### src/rtl/riscv_decode_pkg.sv
`default_nettype none
// ============================================================================
//  Module  : riscv_defs (package)
//  Purpose : Constants shared by the fetch/decode slice: RV32I opcodes,
//            instruction-class encodings and the fetch-fault marker word.
//  Ports   : none (package)
//  Rev     : 1.0  initial release
// ============================================================================
package riscv_defs;

    // Major opcodes (instr[6:0])
    localparam logic [6:0] OPC_LUI      = 7'b0110111;
    localparam logic [6:0] OPC_AUIPC    = 7'b0010111;
    localparam logic [6:0] OPC_JAL      = 7'b1101111;
    localparam logic [6:0] OPC_JALR     = 7'b1100111;
    localparam logic [6:0] OPC_BRANCH   = 7'b1100011;
    localparam logic [6:0] OPC_LOAD     = 7'b0000011;
    localparam logic [6:0] OPC_STORE    = 7'b0100011;
    localparam logic [6:0] OPC_OP_IMM   = 7'b0010011;
    localparam logic [6:0] OPC_OP       = 7'b0110011;
    localparam logic [6:0] OPC_MISC_MEM = 7'b0001111;
    localparam logic [6:0] OPC_SYSTEM   = 7'b1110011;

    localparam logic [6:0] FUNCT7_BASE   = 7'b0000000;
    localparam logic [6:0] FUNCT7_ALT    = 7'b0100000;
    localparam logic [6:0] FUNCT7_MULDIV = 7'b0000001;

    // Instruction classes presented to issue/execute
    typedef enum logic [2:0] {
        CLASS_ALU     = 3'd0,
        CLASS_LOAD    = 3'd1,
        CLASS_STORE   = 3'd2,
        CLASS_BRANCH  = 3'd3,
        CLASS_JUMP    = 3'd4,
        CLASS_MULDIV  = 3'd5,
        CLASS_CSR     = 3'd6,
        CLASS_INVALID = 3'd7
    } instr_class_e;

    // Word injected by fetch in place of an instruction when the fetch faulted
    localparam logic [31:0] INST_FAULT = 32'h0000_0053;

endpackage : riscv_defs
`default_nettype wire

### src/rtl/riscv_decode_fifo.sv
`default_nettype none
// ============================================================================
//  Module  : riscv_decode_fifo
//  Purpose : 2-entry, 64-bit FIFO holding {instr, pc} pairs between fetch
//            and decode. Flush empties the FIFO without clearing storage.
//  Ports   : clk_i, rst_i (async, active-high)
//            push, pop, flush   - control (flush has priority over both)
//            wr_data[63:0]      - entry written on push
//            rd_data[63:0]      - current head entry
//            count[1:0]         - number of valid entries (0..2)
//  Rev     : 1.0  initial release
// ============================================================================
module riscv_decode_fifo (
    input  logic        clk_i,
    input  logic        rst_i,
    input  logic        push,
    input  logic        pop,
    input  logic        flush,
    input  logic [63:0] wr_data,
    output logic [63:0] rd_data,
    output logic [1:0]  count
);

    logic [63:0] r_mem0;
    logic [63:0] r_mem1;
    logic        r_wr_ptr;
    logic        r_rd_ptr;
    logic [1:0]  r_count;

    // Guard against over/underflow so the count can never leave 0..2.
    logic w_push;
    logic w_pop;
    assign w_push = push && (r_count != 2'd2);
    assign w_pop  = pop  && (r_count != 2'd0);

    always_ff @(posedge clk_i or posedge rst_i) begin
        if (rst_i) begin
            r_mem0   <= 64'd0;
            r_mem1   <= 64'd0;
            r_wr_ptr <= 1'b0;
            r_rd_ptr <= 1'b0;
            r_count  <= 2'd0;
        end else if (flush) begin
            r_wr_ptr <= 1'b0;
            r_rd_ptr <= 1'b0;
            r_count  <= 2'd0;
        end else begin
            if (w_push) begin
                if (r_wr_ptr) r_mem1 <= wr_data;
                else          r_mem0 <= wr_data;
                r_wr_ptr <= ~r_wr_ptr;
            end
            if (w_pop) begin
                r_rd_ptr <= ~r_rd_ptr;
            end
            r_count <= r_count + {1'b0, w_push} - {1'b0, w_pop};
        end
    end

    assign rd_data = r_rd_ptr ? r_mem1 : r_mem0;
    assign count   = r_count;

endmodule : riscv_decode_fifo
`default_nettype wire

### src/rtl/riscv_decode.sv
`default_nettype none
// ============================================================================
//  Module  : riscv_decode
//  Purpose : Decode stage. Buffers fetched {instr, pc} pairs in a 2-entry
//            FIFO and decodes the head entry into RV32I(M) fields.
//  Ports   : clk_i, rst_i (async, active-high)
//            fetch_valid_i/fetch_instr_i/fetch_pc_i/fetch_accept_o - fetch side
//            squash_i        - flush all buffered instructions
//            out_valid_o/out_accept_i - issue handshake
//            out_instr_o, out_pc_o, out_rd_idx_o, out_ra_idx_o, out_rb_idx_o,
//            out_imm_o, out_class_o, out_fault_o, out_illegal_o - head decode
//  Rev     : 1.0  initial release
// ============================================================================
module riscv_decode
    import riscv_defs::*;
#(
    parameter bit SUPPORT_MULDIV = 1'b1
) (
    input  logic        clk_i,
    input  logic        rst_i,
    input  logic        fetch_valid_i,
    input  logic [31:0] fetch_instr_i,
    input  logic [31:0] fetch_pc_i,
    output logic        fetch_accept_o,
    input  logic        squash_i,
    output logic        out_valid_o,
    input  logic        out_accept_i,
    output logic [31:0] out_instr_o,
    output logic [31:0] out_pc_o,
    output logic [4:0]  out_rd_idx_o,
    output logic [4:0]  out_ra_idx_o,
    output logic [4:0]  out_rb_idx_o,
    output logic [31:0] out_imm_o,
    output logic [2:0]  out_class_o,
    output logic        out_fault_o,
    output logic        out_illegal_o
);

    // ------------------------------------------------------------------
    // Buffer
    // ------------------------------------------------------------------
    logic [63:0] w_head;
    logic [1:0]  w_count;
    logic        w_push;
    logic        w_pop;

    // Accept depends only on the registered count: no bypass from a pop.
    assign fetch_accept_o = (w_count != 2'd2);
    assign out_valid_o    = (w_count != 2'd0);
    assign w_push         = fetch_valid_i && fetch_accept_o && !squash_i;
    assign w_pop          = out_valid_o && out_accept_i && !squash_i;

    riscv_decode_fifo u_fifo (
        .clk_i   (clk_i),
        .rst_i   (rst_i),
        .push    (w_push),
        .pop     (w_pop),
        .flush   (squash_i),
        .wr_data ({fetch_instr_i, fetch_pc_i}),
        .rd_data (w_head),
        .count   (w_count)
    );

    logic [31:0] w_instr;
    assign w_instr     = w_head[63:32];
    assign out_instr_o = w_instr;
    assign out_pc_o    = w_head[31:0];

    // ------------------------------------------------------------------
    // Decoder
    // ------------------------------------------------------------------
    logic [6:0] w_opcode;
    logic [2:0] w_f3;
    logic [6:0] w_f7;
    assign w_opcode = w_instr[6:0];
    assign w_f3     = w_instr[14:12];
    assign w_f7     = w_instr[31:25];

    // Immediate formats; instr[31] is the sign bit in every one of them.
    logic [31:0] w_imm_i;
    logic [31:0] w_imm_s;
    logic [31:0] w_imm_b;
    logic [31:0] w_imm_u;
    logic [31:0] w_imm_j;
    assign w_imm_i = {{20{w_instr[31]}}, w_instr[31:20]};
    assign w_imm_s = {{20{w_instr[31]}}, w_instr[31:25], w_instr[11:7]};
    assign w_imm_b = {{19{w_instr[31]}}, w_instr[31], w_instr[7],
                      w_instr[30:25], w_instr[11:8], 1'b0};
    assign w_imm_u = {w_instr[31:12], 12'd0};
    assign w_imm_j = {{11{w_instr[31]}}, w_instr[31], w_instr[19:12],
                      w_instr[20], w_instr[30:21], 1'b0};

    logic         w_fault;
    instr_class_e w_class;
    logic         w_use_rd;
    logic         w_use_ra;
    logic         w_use_rb;
    logic [31:0]  w_imm;

    assign w_fault = (w_instr == INST_FAULT);

    always_comb begin
        w_class  = CLASS_INVALID;
        w_use_rd = 1'b0;
        w_use_ra = 1'b0;
        w_use_rb = 1'b0;
        w_imm    = 32'd0;
        case (w_opcode)
            OPC_LUI, OPC_AUIPC: begin
                w_class  = CLASS_ALU;
                w_use_rd = 1'b1;
                w_imm    = w_imm_u;
            end
            OPC_JAL: begin
                w_class  = CLASS_JUMP;
                w_use_rd = 1'b1;
                w_imm    = w_imm_j;
            end
            OPC_JALR: begin
                if (w_f3 == 3'd0) begin
                    w_class  = CLASS_JUMP;
                    w_use_rd = 1'b1;
                    w_use_ra = 1'b1;
                    w_imm    = w_imm_i;
                end
            end
            OPC_BRANCH: begin
                if (w_f3 != 3'd2 && w_f3 != 3'd3) begin
                    w_class  = CLASS_BRANCH;
                    w_use_ra = 1'b1;
                    w_use_rb = 1'b1;
                    w_imm    = w_imm_b;
                end
            end
            OPC_LOAD: begin
                if (w_f3 != 3'd3 && w_f3 != 3'd6 && w_f3 != 3'd7) begin
                    w_class  = CLASS_LOAD;
                    w_use_rd = 1'b1;
                    w_use_ra = 1'b1;
                    w_imm    = w_imm_i;
                end
            end
            OPC_STORE: begin
                if (w_f3 <= 3'd2) begin
                    w_class  = CLASS_STORE;
                    w_use_ra = 1'b1;
                    w_use_rb = 1'b1;
                    w_imm    = w_imm_s;
                end
            end
            OPC_OP_IMM: begin
                // Shift-immediates carry funct7 in the upper immediate bits.
                if ((w_f3 == 3'd1 && w_f7 == FUNCT7_BASE) ||
                    (w_f3 == 3'd5 && (w_f7 == FUNCT7_BASE || w_f7 == FUNCT7_ALT)) ||
                    (w_f3 != 3'd1 && w_f3 != 3'd5)) begin
                    w_class  = CLASS_ALU;
                    w_use_rd = 1'b1;
                    w_use_ra = 1'b1;
                    w_imm    = w_imm_i;
                end
            end
            OPC_OP: begin
                if (w_f7 == FUNCT7_BASE ||
                    (w_f7 == FUNCT7_ALT && (w_f3 == 3'd0 || w_f3 == 3'd5))) begin
                    w_class = CLASS_ALU;
                end else if (w_f7 == FUNCT7_MULDIV && SUPPORT_MULDIV) begin
                    w_class = CLASS_MULDIV;
                end
                if (w_class != CLASS_INVALID) begin
                    w_use_rd = 1'b1;
                    w_use_ra = 1'b1;
                    w_use_rb = 1'b1;
                end
            end
            OPC_MISC_MEM, OPC_SYSTEM: begin
                w_class  = CLASS_CSR;
                w_use_rd = 1'b1;
                w_use_ra = 1'b1;
                w_imm    = w_imm_i;
            end
            default: begin
                w_class = CLASS_INVALID;
            end
        endcase
    end

    // The fault marker's opcode is not in the decoded set, so it already
    // lands in CLASS_INVALID with all fields zero; only the flags differ.
    assign out_class_o   = w_class;
    assign out_fault_o   = w_fault;
    assign out_illegal_o = (w_class == CLASS_INVALID) && !w_fault;
    assign out_rd_idx_o  = w_use_rd ? w_instr[11:7]  : 5'd0;
    assign out_ra_idx_o  = w_use_ra ? w_instr[19:15] : 5'd0;
    assign out_rb_idx_o  = w_use_rb ? w_instr[24:20] : 5'd0;
    assign out_imm_o     = w_imm;

endmodule : riscv_decode
`default_nettype wire

### config.mk
export PLATFORM = sky130hd
export DESIGN_NAME = riscv_decode
export DESIGN_NICKNAME = d
export VERILOG_FILES = /design/src/rtl/riscv_decode_pkg.sv /design/src/rtl/riscv_decode_fifo.sv /design/src/rtl/riscv_decode.sv
export SDC_FILE = /design/constraint.sdc
export NUM_CORES = 1
export LEC_CHECK = 0
export ABC_AREA = 1
export BUFFER_PORTS_ARGS = -buffer_cell sky130_fd_sc_hd__buf_2
export CAP_MARGIN = 0
export CELL_PAD_IN_SITES_DETAIL_PLACEMENT = 0
export CELL_PAD_IN_SITES_GLOBAL_PLACEMENT = 1
export CORE_MARGIN = 5
export CORE_UTILIZATION = 38
export DETAILED_ROUTE_END_ITERATION = 8
export HOLD_SLACK_MARGIN = 0.02
export PLACE_DENSITY = 0.87
export SLEW_MARGIN = 5
export SYNTH_ARGS = -nofsm -noshare
export SYNTH_HDL_FRONTEND = slang
export SYNTH_SLANG_ARGS = --single-unit
### constraint.sdc
create_clock -name clk_i -period 5 [get_ports clk_i]
set_input_delay 0.25 -clock clk_i [delete_from_list [all_inputs] [get_ports clk_i]]
set_output_delay 0.25 -clock clk_i [all_outputs]
set_load 0.01 [all_outputs]
; Yosys cells after proc, flatten, opt, wreduce, memory -nomap -nowiden
; Cells that the tools add are included.
[word_totals]
register_bits = 132
latch_bits = 0
ramBits = 0
rom_bits = 0
wordCells = 100
mem_count = 0
[op_classes]
add_sub_neg = 2
mul = 0
n_div = 0
n_lt_le_gt_ge = 1
eq_ne = 25
n_shift = 0
mux = 33
bitwise_logic = 3
reduce_logical = 31
[ops]
columns = op, n
row1 = 32-bit one-hot mux with 8 select lines, 1
row2 = 32-bit two-way mux, 5
row3 = 64-bit two-way mux, 1
row4 = 32-bit by 7-bit == test with 1-bit output (second input constant), 1
row5 = 7-bit by 6-bit == test with 1-bit output (second input constant), 4
row6 = 7-bit == test (second input constant), 4
row7 = 3-bit one-hot mux with 9 select lines, 1
row8 = 3-bit two-way mux, 6
row9 = 5-bit two-way mux, 3
row10 = 7-bit by 5-bit == test with 1-bit output (second input constant), 2
row11 = 1-bit logical AND, 14
row12 = 3-bit != test (second input constant), 4
row13 = 1-bit two-way mux, 10
row14 = 7-bit by 1-bit == test with 1-bit output (second input constant), 1
row15 = 7-bit by 2-bit == test with 1-bit output (second input constant), 1
row16 = 7-bit by 4-bit == test with 1-bit output (second input constant), 1
row17 = 7-bit zero test, 1
row18 = 1-bit one-hot mux with 7 select lines, 1
row19 = 3-bit == test (second input constant), 2
row20 = 2-bit two-way mux, 3
row21 = 3-bit by 2-bit != test with 1-bit output (second input constant), 2
row22 = 3-bit AND reduction, 2
row23 = 2-bit nonzero test, 3
row24 = 1-bit logical OR, 5
row25 = 13 further kinds, 17

; Logic depth before layout (Yosys ltp)
[logic_depth]
ltp_word = 11
depth_mapped = 14

; Modules after synthesis
; A second synthesis with hierarchy kept.
[unflattened]
hier_cells = 1152
area_unflattened_um2 = 8081.5
[by_module_without_submodules]
columns = module, n_inst, cells_each, area_each_um2, seq_area_each_um2
row1 = riscv_decode_fifo, 1, 811, 6361.1, 3303.2
row2 = riscv_decode, 1, 341, 1720.4, 0.0

; Worst setup path before layout
; No wires, ideal clock.
[synth_timing]
path_type = register to output
startpoint = register u_fifo.r_rd_ptr
endpoint = output out_illegal_o
arrival_time_ns = 1.770
t_required_ns = 4.750
slack_ns = 2.980
path_stages_with_launch = 11
path_buffers = 1
path_cell_list = dfrtp_1 buf_4 o21ai_1 nor2_4 nand2_2 nand2_2 inv_2 nand4_1 nand3_1 nand2_1 nor2_1
[synth_between]
elab_chain_cells = 10
word_cells_on_any_way = 52
cone_classes = 1 x order compare / 23 x eq/ne / 10 x mux / 18 x reduce/logical
[synth_rtl]
columns = item, line
row1 = from (decl), riscv_decode_fifo.sv:27  ; logic r_rd_ptr;
row2 = from (signal assigned), riscv_decode_fifo.sv:54  ; r_rd_ptr <= ~r_rd_ptr;
row3 = 64-bit two-way mux (*), riscv_decode_fifo.sv:60  ; assign rd_data = r_rd_ptr ? r_mem1 : r_mem0;
row4 = "7-bit by 6-bit == test with 1-bit output, or another cell as far along", "riscv_decode.sv:154, riscv_decode.sv:164"
row5 = "1-bit logical OR, on equally long branches", "riscv_decode.sv:154, riscv_decode.sv:164"
row6 = "1-bit logical AND, on equally long branches", "riscv_decode.sv:154, riscv_decode.sv:164"
row7 = "1-bit logical OR, on equally long branches", "riscv_decode.sv:153, riscv_decode.sv:163"
row8 = 1-bit logical OR / 3-bit two-way mux (equally long branches), "riscv_decode.sv:154, riscv_decode.sv:163"
row9 = "3-bit two-way mux, on equally long branches", "riscv_decode.sv:153, riscv_decode.sv:108"
row10 = 3-bit one-hot mux with 9 select lines (*), riscv_decode.sv:108  ; case (w_opcode)
row11 = via out_class_o[2], riscv_decode.sv:34  ; output logic [2:0] out_class_o,
row12 = 3-bit == test (*), riscv_decode.sv:191  ; assign out_illegal_o = (w_class == CLASS_INVALID) && !w_fault;
row13 = 1-bit logical AND (*), riscv_decode.sv:191
row14 = to (decl), riscv_decode.sv:36  ; output logic out_illegal_o
; Mark *: on every way through the listed nets, which the timed path passes. The rest lies on a longest branch. The select of a mux whose other input is x is not followed.

; Worst setup path in the final report
[layout_timing]
startpoint = register u_fifo.r_rd_ptr
endpoint = output out_imm_o[11]
[layout_between]
elab_chain_cells = 8
word_cells_on_any_way = 40
cone_classes = 1 x order compare / 19 x eq/ne / 7 x mux / 13 x reduce/logical
[layout_rtl]
columns = item, line
row1 = 64-bit two-way mux (*), riscv_decode_fifo.sv:60
row2 = 7-bit by 6-bit == test with 1-bit output / 7-bit zero test (equally long branches), "riscv_decode.sv:154, riscv_decode.sv:153"
row3 = 1-bit logical OR, riscv_decode.sv:154  ; (w_f3 == 3'd5 && (w_f7 == FUNCT7_BASE || w_f7 == FUNCT7_ALT)) ||
row4 = 1-bit logical AND, riscv_decode.sv:154
row5 = 1-bit logical OR, riscv_decode.sv:153  ; if ((w_f3 == 3'd1 && w_f7 == FUNCT7_BASE) ||
row6 = 1-bit logical OR, riscv_decode.sv:154
row7 = 32-bit two-way mux, riscv_decode.sv:153
row8 = 32-bit one-hot mux with 8 select lines (*), riscv_decode.sv:108
row9 = to (decl), riscv_decode.sv:33  ; output logic [31:0] out_imm_o,
; Mark *: on every way between the ends. The rest lies on a longest branch, timed or not.

==> flow_summary_export.csv <==
group,metric,value,unit
run_status,outcome,"finished, final reports clean",
detailed_routing,wl_met2,9.92,mm
flow_run,maxCapViolCount,0,
sta,setup_violations,0,
detailed_routing,firstDrtPassIters,5,
clocking,tritoncts,"done",
critical_path,cp.buffers_inverters,3,
layout,final_cell_count_no_fill,1513,
global_route,grt_antenna_before_repair,3,
layout,final_area,9280,sq um
synth,synth_seq_cells,132,
critical_path,required,4.75,ns
synth,ys.flop_type,"dfrtp_1",
die,dieArea,22800,sq um
pwr,power_density,530,nW/um^2
hold_path,hold_class,"primary input to asynchronous set/reset pin",
critical_path,reg2reg_depth,7,
sta,slew_viol_final,0,
clocking,root_buffer,"clkbuf_16",
detailed_routing,top_layer,"met5",
detailed_routing,drt-vias-per-instance,4.85,
sta,fmax,283,MHz
clocking,cts_resized,0,
layout,fill_cells,2077,
critical_path,end_kind,"output port",
sta,whs,0.0395,ns
pwr,fin_total_pwr,4.92,mW
synth,async_flop_share,100,%
synth,syn_avg_cell_area,6.99,sq um
detailed_routing,drt-met1-wl,10.6,mm
critical_path,cp.arrival,3.29,ns
detailed_routing,drc,0,
sta,timing.final.ws_setup,1.46,ns
clocking,clk_pin_slew_worst_paths,0.06,ns
layout,drive_gt1_share,22.5,%
critical_path,cpPeakStageDelay,0.46,ns
clocking,clock-sinks,132,
detailed_routing,routed_wl,23.1,mm
synth,yosys.area.top_type,"dfrtp_1",
die,io_pins,187,
global_route,grt_max_degree,103,
die,die_x,151,um
placement,place_congestion,0.972,
critical_path,critical_path.most_common_cell,"nand2_1",
synth,yosysWarnings,0,
layout,nets,1305,
critical_path,cp.depth,12,
layout,syn2layout_area_growth,23.1,%
layout,fin_util,47.5,%
critical_path,path_max_fanout,35,
sta,relSlewSlack,36.6,%
detailed_routing,met3_length,2.27,mm
clocking,htreeDepth,4,
synth,synth_edf_count,0,
clocking,numCtsBuffers,17,
critical_path,cp_slowest_cell,"inv_2",
synth,synthCells,1078,
critical_path,worst-setup-path-type,"flop to output port",
placement,dp.cells,1480,
clocking,cts_buffer_depth,2,
synth,seq_area_frac_synth,43.8,%
critical_path,worstPathCellList,"inv_2 > nand2_1 > nand2_1 > nand2_4 > nor2_8 > nand2_1 > nand2_1 > inv_1 > nand4_2 > nand2_2 > nand2_1 > buf_2",
sta,rsz0062_at_grt,"no",
synth,syn_nets,1149,
sta,tns,0,ns
detailed_routing,antenna_left,0,
clocking,post_cts_buffers,0,
critical_path,start_kind,"flop",
pwr,peakVddDrop,0.000259,V
detailed_routing,vias,7344,
synth,synth_area_leaders,"dfrtp_1, nand2_1, o21ai_0",
global_route,grt_pass1_wl,36.6,mm
clocking,hold_buffers,0,
placement,hpwl,16.6,mm
die,row_count,51,
placement,io_buffers,186,
synth,synth_cell_type_count,37,
global_route,gr-total-overflow,0,
placement,post-place-ws,1.89,ns
global_route,grt_pass1_vias,6888,
sta,final.min_clock_period,3.54,ns
critical_path,cp_top_family,"simple AND/OR/NAND/NOR gates",
clocking,insertion_delay,0.41,ns
pwr,p_leak,5.41,nW
placement,placed_area,8610,sq um
synth,syn-cell-area,7540,sq um
detailed_routing,wl_per_cell,15.3,um
die,start_util,38.6,%
global_route,track_usage,20.3,%
die,fp.dieH,151,um
synth,synth.top_cell.area_share,43.8,%
sta,hold_viol,0,
die,coreArea,19500,sq um
detailed_routing,drt-initial-drc-count,487,
sta,period_share,70.8,%
sta,finClkSkew,0.00505,ns
sta,tightest_slew,0.951,ns
==> area by class of cell <==
type	count	area [sq um]	area share [%]
timing repair buffer	197	1010	10.9
sequential	132	3300	35.6
clock buffer	20	457	4.92
inverter	137	517	5.57
antenna	1	2.50	0.0270
tap	265	332	3.57
multi-input combinational	749	3450	37.2
clock inverter	12	201	2.17
==> state kept, by name, indices dropped and copies added (netlist names) <==
signal / count
u_fifo.r_mem0: 64
u_fifo.r_rd_ptr: 1
u_fifo.r_mem1: 64
u_fifo.r_wr_ptr: 1
u_fifo.count: 2
==> cell usage in the layout (no fill, tap or decap), types with 13 or more instances in the layout <==
master	n
nor3_1	43
nand4_1	13
nand2_1	394
dfrtp_1	131
nand3_1	33
nand3_2	20
nor2_1	47
o21ai_0	135
inv_1	132
clkbuf_16	17
nand2_2	13
buf_2	186
==> synthesized netlist by cell type, types with 4 or more instances <==
master,instances
dfrtp_1,132
buf_2,7
buf_1,8
clkbuf_1,36
nand3_1,33
nor2_1,47
nand4_1,13
a21oi_1,10
o21ai_0,135
nor3_1,43
nor2_2,5
a31oi_1,10
nand2_2,13
buf_6,5
nand2_1,396
buf_4,4
inv_1,133
nand3_2,20
==> worst register-to-register path: cells and delay by family, from the launching register on <==
family          cells  cell delay [ns]
simple gates        5             1.15
flops               1             0.42
buf+inv             1             0.47
compound gates      1             0.08
==> logic make-up (layout without fill, tap and decap cells) <==
| logic type | count (synthesis) | after routing | synth area share (%) |
|---|---|---|---|
| adders and majority gates | 2 | 2 | 0.332 |
| and+or+nand+nor | 584 | 584 | 33.9 |
| xor gates and xnor gates | 2 | 2 | 0.232 |
| AOI/OAI and AO/OA | 161 | 161 | 11.1 |
| buffers and inverters | 197 | 366 | 10.6 |
| DFF | 132 | 132 | 43.8 |
| other | 0 | 1 | 0 |
==> power breakdown <==
group	switching (mW)	total (mW)	internal, mW
combinational	1.25	1.83	0.589
clock	0.465	1.38	0.912
sequential	0.230	1.71	1.48
total	1.94	4.92	2.98
==> routing by layer <==
| layer | vias up | track usage, % |
|---|---|---|
| met4 | 6 | 5.26 |
| met1 | 3348 | 28.1 |
| li1 | 3680 | - |
| met5 | - | 0 |
| met3 | 32 | 5.95 |
| met2 | 278 | 31.3 |
==> worst paths after layout <==
kind                                   startpoint           endpoint  slack, ns
worst max-delay path              u_fifo.r_rd_ptr      out_imm_o[11]       1.46
worst min-delay path                        rst_i  u_fifo.r_mem1[12]       0.04
worst max register to register    u_fifo.count[1]  u_fifo.r_mem0[13]       2.75
worst min register to register  u_fifo.r_mem0[49]  u_fifo.r_mem0[49]       0.48
max in group asynchronous                   rst_i    u_fifo.r_rd_ptr       3.59
min in group clk_i                       squash_i    u_fifo.count[0]       0.05
Note: power is estimated with default switching activity, not from simulation.
